$ cat src/rtl/dmem_arbiter_if.sv
// Request/response bundle between one master and the data-memory arbiter.
// The master drives the command; the arbiter returns grant and read data.
interface dmem_arbiter_if #(
    parameter int ADDR_W = 10,
    parameter int DATA_W = 32
);
    logic              req;
    logic              we;
    logic [ADDR_W-1:0] addr;
    logic [DATA_W-1:0] wdata;
    logic              gnt;
    logic              rvalid;
    logic [DATA_W-1:0] rdata;

    modport master (output req, we, addr, wdata, input gnt, rvalid, rdata);
    modport slave  (input req, we, addr, wdata, output gnt, rvalid, rdata);
endinterface

$ cat src/rtl/dmem_arbiter.sv
// Round-robin two-master arbiter in front of a single-port data memory with
// a registered read address. One access at a time; IDLE is always revisited.
module dmem_arbiter #(
    parameter int ADDR_W = 10,
    parameter int DATA_W = 32
) (
    input  logic                Clk,
    input  logic                rst,
    dmem_arbiter_if.slave       m0,
    dmem_arbiter_if.slave       m1,
    output logic                mem_We,
    output logic [ADDR_W-1:0]   mem_Addr,
    output logic [DATA_W-1:0]   mem_Data_in,
    input  logic [DATA_W-1:0]   mem_Data_out,
    output logic                busy
);
    typedef enum logic [1:0] {
        IDLE  = 2'd0,
        ISSUE = 2'd1,
        RDATA = 2'd2
    } state_t;

    state_t              state_r, state_nx_s;
    logic                prio_r, prio_nx_s;
    logic                owner_r, owner_nx_s;
    logic                cmd_we_r, cmd_we_nx_s;
    logic                mem_we_r, mem_we_nx_s;
    logic [ADDR_W-1:0]   addr_r, addr_nx_s;
    logic [DATA_W-1:0]   wdata_r, wdata_nx_s;
    logic [1:0]          gnt_r, gnt_nx_s;
    logic [1:0]          rvalid_r, rvalid_nx_s;
    logic                busy_r;
    logic                win_s;

    // Next-state, arbitration and next values of all registered outputs.
    always_comb begin
        state_nx_s  = state_r;
        prio_nx_s   = prio_r;
        owner_nx_s  = owner_r;
        cmd_we_nx_s = cmd_we_r;
        mem_we_nx_s = 1'b1;
        addr_nx_s   = addr_r;
        wdata_nx_s  = wdata_r;
        gnt_nx_s    = 2'b00;
        rvalid_nx_s = 2'b00;
        win_s       = 1'b0;
        case (state_r)
            IDLE: begin
                if (m0.req || m1.req) begin
                    // Contention goes to prio; a lone requester always wins.
                    if (m0.req && m1.req) begin
                        win_s = prio_r;
                    end else begin
                        win_s = m1.req;
                    end
                    owner_nx_s = win_s;
                    prio_nx_s  = ~win_s;
                    if (win_s) begin
                        cmd_we_nx_s = m1.we;
                        addr_nx_s   = m1.addr;
                        wdata_nx_s  = m1.wdata;
                        gnt_nx_s    = 2'b10;
                    end else begin
                        cmd_we_nx_s = m0.we;
                        addr_nx_s   = m0.addr;
                        wdata_nx_s  = m0.wdata;
                        gnt_nx_s    = 2'b01;
                    end
                    mem_we_nx_s = ~cmd_we_nx_s;
                    state_nx_s  = ISSUE;
                end else begin
                    state_nx_s = IDLE;
                end
            end
            ISSUE: begin
                if (cmd_we_r) begin
                    state_nx_s = IDLE;
                end else begin
                    state_nx_s  = RDATA;
                    rvalid_nx_s = owner_r ? 2'b10 : 2'b01;
                end
            end
            RDATA: begin
                state_nx_s = IDLE;
            end
            default: begin
                state_nx_s = IDLE;
            end
        endcase
    end

    // State and output registers; reset raises mem_We at once to kill a pending write.
    always_ff @(posedge Clk or negedge rst) begin
        if (!rst) begin
            state_r  <= IDLE;
            prio_r   <= 1'b0;
            owner_r  <= 1'b0;
            cmd_we_r <= 1'b0;
            mem_we_r <= 1'b1;
            addr_r   <= '0;
            wdata_r  <= '0;
            gnt_r    <= 2'b00;
            rvalid_r <= 2'b00;
            busy_r   <= 1'b0;
        end else begin
            state_r  <= state_nx_s;
            prio_r   <= prio_nx_s;
            owner_r  <= owner_nx_s;
            cmd_we_r <= cmd_we_nx_s;
            mem_we_r <= mem_we_nx_s;
            addr_r   <= addr_nx_s;
            wdata_r  <= wdata_nx_s;
            gnt_r    <= gnt_nx_s;
            rvalid_r <= rvalid_nx_s;
            busy_r   <= (state_nx_s != IDLE);
        end
    end

    assign mem_We      = mem_we_r;
    assign mem_Addr    = addr_r;
    assign mem_Data_in = wdata_r;
    assign busy        = busy_r;
    assign m0.gnt      = gnt_r[0];
    assign m1.gnt      = gnt_r[1];
    assign m0.rvalid   = rvalid_r[0];
    assign m1.rvalid   = rvalid_r[1];
    // Memory data is only valid in RDATA, so it is gated rather than re-registered.
    assign m0.rdata    = rvalid_r[0] ? mem_Data_out : '0;
    assign m1.rdata    = rvalid_r[1] ? mem_Data_out : '0;
endmodule

$ cat src/flat_wrapper.sv
// flat-port wrapper written by rule: the top's interface ports become plain ports
module dmem_arbiter_flat 
#(
    parameter int ADDR_W = 10,
    parameter int DATA_W = 32
)
  (Clk, rst, mem_We, mem_Addr, mem_Data_in, mem_Data_out, busy, m0_req, m0_we, m0_addr, m0_wdata, m0_gnt, m0_rvalid, m0_rdata, m1_req, m1_we, m1_addr, m1_wdata, m1_gnt, m1_rvalid, m1_rdata);
  dmem_arbiter_if #(.ADDR_W(ADDR_W), .DATA_W(DATA_W)) m0_i ();
  dmem_arbiter_if #(.ADDR_W(ADDR_W), .DATA_W(DATA_W)) m1_i ();
  input  logic Clk;
  input  logic rst;
  output logic mem_We;
  output logic [ADDR_W-1:0] mem_Addr;
  output logic [DATA_W-1:0] mem_Data_in;
  input  logic [DATA_W-1:0] mem_Data_out;
  output logic busy;
  input wire logic [$bits(m0_i.req)-1:0] m0_req;
  input wire logic [$bits(m0_i.we)-1:0] m0_we;
  input wire logic [$bits(m0_i.addr)-1:0] m0_addr;
  input wire logic [$bits(m0_i.wdata)-1:0] m0_wdata;
  output wire logic [$bits(m0_i.gnt)-1:0] m0_gnt;
  output wire logic [$bits(m0_i.rvalid)-1:0] m0_rvalid;
  output wire logic [$bits(m0_i.rdata)-1:0] m0_rdata;
  input wire logic [$bits(m1_i.req)-1:0] m1_req;
  input wire logic [$bits(m1_i.we)-1:0] m1_we;
  input wire logic [$bits(m1_i.addr)-1:0] m1_addr;
  input wire logic [$bits(m1_i.wdata)-1:0] m1_wdata;
  output wire logic [$bits(m1_i.gnt)-1:0] m1_gnt;
  output wire logic [$bits(m1_i.rvalid)-1:0] m1_rvalid;
  output wire logic [$bits(m1_i.rdata)-1:0] m1_rdata;
  assign m0_i.req = m0_req;
  assign m0_i.we = m0_we;
  assign m0_i.addr = m0_addr;
  assign m0_i.wdata = m0_wdata;
  assign m0_gnt = m0_i.gnt;
  assign m0_rvalid = m0_i.rvalid;
  assign m0_rdata = m0_i.rdata;
  assign m1_i.req = m1_req;
  assign m1_i.we = m1_we;
  assign m1_i.addr = m1_addr;
  assign m1_i.wdata = m1_wdata;
  assign m1_gnt = m1_i.gnt;
  assign m1_rvalid = m1_i.rvalid;
  assign m1_rdata = m1_i.rdata;
  dmem_arbiter #(.ADDR_W(ADDR_W), .DATA_W(DATA_W)) u_core (.Clk(Clk), .rst(rst), .m0(m0_i), .m1(m1_i), .mem_We(mem_We), .mem_Addr(mem_Addr), .mem_Data_in(mem_Data_in), .mem_Data_out(mem_Data_out), .busy(busy));
endmodule
$ cat config.mk
export PLATFORM = sky130hd
export DESIGN_NAME = dmem_arbiter_flat
export DESIGN_NICKNAME = d
export VERILOG_FILES = /design/src/rtl/dmem_arbiter_if.sv /design/src/rtl/dmem_arbiter.sv /design/src/flat_wrapper.sv
export SDC_FILE = /design/constraint.sdc
export NUM_CORES = 1
export LEC_CHECK = 0
export CAP_MARGIN = 30
export CORE_MARGIN = 2
export CORE_UTILIZATION = 32
export CTS_CLUSTER_DIAMETER = 80
export DETAILED_ROUTE_END_ITERATION = 12
export GPL_ROUTABILITY_DRIVEN = 0
export PLACE_DENSITY = 0.8
export SLEW_MARGIN = 25
export SYNTH_ARGS = -nofsm -noshare
export SYNTH_HDL_FRONTEND = slang
export SYNTH_SLANG_ARGS = --single-unit
$ cat constraint.sdc
create_clock -name Clk -period 1.65 [get_ports Clk]
set_input_delay 0.33 -clock Clk [delete_from_list [all_inputs] [get_ports Clk]]
set_output_delay 0.33 -clock Clk [all_outputs]
set_load 0.01 [all_outputs]
==> impl.org <==
** CTS
- No sink is reached through more buffers than the 2 on the longest clock path.
- The tree is rooted in a sky130_fd_sc_hd__clkbuf_8.
- The number of setup buffers added after CTS is 0.
- The later pin in the worst-skew pair is clocked with a latency of 0.30 ns.
- TritonCTS built the clock tree.
- CTS saw 53 sinks.
- The clock tree synthesis step divided the H-tree into 2 levels.
- Post-CTS clock slew at the launch and capture registers of the worst setup and hold paths :: 0.09 ns
- Total CTS buffers :: 5

** Logic synthesis
- Yosys attributes the largest share of cell area to sky130_fd_sc_hd__dfrtp_1 (47%), sky130_fd_sc_hd__and2_1 (15%), sky130_fd_sc_hd__a221o_1 (12%).
- Count leader, synth :: sky130_fd_sc_hd__and2_1
- The biggest area contributor in the post-synthesis netlist is sky130_fd_sc_hd__dfrtp_1.
- Warnings from Yosys :: 0
- Average instance area after synthesis :: roughly 10 um2
- Share of Yosys cell area claimed by the top area cell type :: 0.472
- Synthesis instantiated 23 different standard cells from the library.
- In the synthesized netlist, the cells that appear most often are sky130_fd_sc_hd__and2_1 (65), sky130_fd_sc_hd__dfrtp_1 (52), sky130_fd_sc_hd__and3_1 (35), sky130_fd_sc_hd__a221o_1 (34), sky130_fd_sc_hd__clkbuf_1 (15).
- Synthesis produced a netlist with a net count of 386.
- For this run, the leading register cell type out of synthesis is sky130_fd_sc_hd__dfrtp_1.
- Number of synthesized flops with an enable pin :: 0
- Sequential element share of the synthesized area :: 0.482
- Gate Count Post-Synth :: around 260
- Syn Std Cell Area :: 2760 um2
- FFs w/ async S/R, synth :: 1.00
- #FFs+latches synth :: 53

** Die
- The die is 96.8 um wide.
- Row cnt :: 33
- Area of the die :: 9370 um2
- In this run the vertical extent of the chip is 96.8 um.
- Ports placed on the boundary :: between 200 and 250
- Initial cell density of the core :: 0.332
- After floorplanning, the core was sized to cover 8300 um2.

** Setup path
- In this run the worst path has a maximum fanout of 8.
- The worst setup path is launched from a flip-flop.
- For the worst setup path, the data required time is around 1.3 ns.
- By startpoint and endpoint, the worst setup path is classified as reg -> out.
- STA classifies the critical path endpoint as a primary output.
- Walking the worst path, the cells encountered are bufbuf_16, and2_1, buf_2.
- Data on the critical path arrives at its endpoint at 1.31 ns.
- The largest single stage delay on the critical path is 0.46 ns.
- The slowest stage of the critical path belongs to the cell sky130_fd_sc_hd__dfrtp_2.

** Global routing
- The initial antenna violation count is 0.
- The first global-routing pass estimated 15800 um of wire.
- Congestion Overflow GR :: 0
- Across every metal layer, demand over resource in global routing totals 0.208.
- The number of global-route vias before repair came to 2934.
- Entering global routing, the biggest net connects 38 pins.

** Cells and area
- Area taken by flip-flops and latches :: 1330 um2
- The number of antenna diodes in the final layout is 0.
- Count of filler cells inserted in the layout :: 685
- Of the cells placed in the final design, the portion with a size suffix greater than 1 is 0.133.
- Fin cells :: 603
- For this run, the share of the core covered by cells in the final layout is 0.632.
- Post-route cell area :: 5250 um2
- After the last flow step, the layout net total stands at 619.
- Area occupied by multi-input gates :: between 1000 and 1500 um2
- Relative to the synthesized area, the layout overhead comes to 90.4%.

** Placement
- The HPWL after detailed placement is between 7000 and 8000 um.
- Placed inst area :: 5250 um2
- Placed instance count :: ~600
- Input/output buffers :: 233

** Routing
- For this block, wires on met1 add up to 4270 um.
- Average wire per cell in the routed design :: 16.7 um
- Topmost layer with routed signal wires :: met4
- Remaining number of nets flagged by the antenna check after routing :: 0
- The routed design uses 5180 um of met2 wire.
- First drt pass iteration count :: 4
- Vias per Instance :: 4.94
- Number of DRC violations after detailed-routing iteration 0 :: 87
- In the routed design, unresolved DRC markers number 0.
- Detailed routing inserted a total of between 2000 and 3000 vias.
- For this block, the routed nets add up to 10100 um of wire.
- Total met3 wirelength after detailed routing :: between 500 and 600 um

** Run status
- The run finished with clean final reports.

** Power
- Power spread over the standard cell area amounts to 1470 nW/um2.
- VDD sags by at most 1.08 mV.
- PnR Total Power :: 7720 uW
- Leakage Power :: 0.00242 uW

** STA
- Fin Clk Skew :: 0.00947 ns
- The final-report max-slew violation count was 0.
- The worst pin sits at a relative slew slack of 0.700.
- Setup violations remaining at the end of the flow were counted as 0.
- Hold violation total from the final report :: 0
- Max Clk Rate :: 0.608 GHz
- Of the available clock period, the critical path in the final layout requires 0.997.
- Setup repair after global routing could not meet its margin everywhere.
- For the finished layout, the period the worst path requires is between 1.5 and 2 ns.
- Summed over all failing endpoints, the final setup total negative slack is 0 ns.
- Slew @ Worst Pin :: 0.449 ns

** Flow run
- The tool flagged a number of max-cap violations equal to 0.

** Hold path
- Path type of the worst min-delay path :: reg -> reg
[state kept, by name (all words and copies together) (netlist names)]
register,cells
u_core.cmd_we_r,1
u_core.state_r,2
u_core.rvalid_r,2
u_core.busy,1
u_core.mem_Data_in,32
u_core.gnt_r,2
u_core.owner_r,1
u_core.mem_Addr,10
u_core.mem_We,1
u_core.prio_r,1
[worst max-delay path: cells and delay by family, from the launching register on]
family	cells	cell delay, ns
buf+inv	2	0.42
flops	1	0.46
simple gates	1	0.13
[what timing repair did]
item | in CTS | in global routing
gates cloned | 2 | 0
hold buffers | 1 | 0
hold endpoints to repair | 16 | 0
endpoints found under the setup margin | 67 | 59
resized for setup | 144 | 47
pin swaps | 0 | 0
[through the flow]
stage               setup slack (ns)  hold WS [ns]
CTS                          -0.0924         0.466
detailed placement            -0.179         0.276
global placement              -0.160         0.269
global route                 -0.0432         0.518
floorplan                      0.173        0.0344
finish                       0.00563         0.462
[cells in the final DEF (no fill, tap or decap), drive strengths merged]
master	instances
clkdlybuf4s50	165
and2	65
dfrtp	52
buf	39
and3	36
a221o	34
clkdlybuf4s15	31
clkbuf	16
a21oi	10
o21ai	9
nand3	9
a31oi	9
dlygate4sd2	3
nor2	3
nand2	3
inv	3
a21o	2
clkinv	2
or2	1
a21boi	1
nand2b	1
nor2b	1
bufbuf	1
dlygate4sd3	1
dfstp	1
[where the power goes]
group | internal, uW | switching (uW) | total [uW]
Clock | 341 | 424 | 765
Combinational | 2630 | 2000 | 4640
Sequential | 1940 | 382 | 2320
Total | 4910 | 2810 | 7720
[final cells by class]
class,count,share of cell area
timing repair buffer,250,0.461
clock inverter,2,0.00262
inverter,3,0.00215
sequential,53,0.253
multi-input combinational,184,0.240
tap,105,0.0250
clock buffer,6,0.0157
[cell families after synthesis]
logic type / synth area share
AND/OR/NAND/NOR: 0.269
AO/OA/AOI/OAI: 0.188
flip-flops: 0.482
buffers and inverters: 0.0613
[final timing paths]
check / slack, ns / cells after the start / startpoint / endpoint
setup / recovery: 0.006 / 3 / u_core.rvalid_r[0] / m0_rdata[15]
setup reg to reg: 0.27 / 4 / u_core.state_r[0] / u_core.mem_Data_in[5]
hold reg to reg: 0.46 / 1 / u_core.owner_r / u_core.rvalid_r[0]
min in group asynchronous: 0.48 / 2 / rst / u_core.mem_Data_in[29]
max in group asynchronous: 0.59 / 3 / rst / u_core.mem_We
hold / removal: 0.46 / 1 / u_core.owner_r / u_core.rvalid_r[0]
[per-layer routing]
layer | track usage | vias up
li1 | - | 1430
met1 | 0.260 | 1418
met2 | 0.372 | 123
met3 | 0.0405 | 8
met4 | 0.0444 | 0
met5 | 0 | -
(Power assumes the default switching activity.)
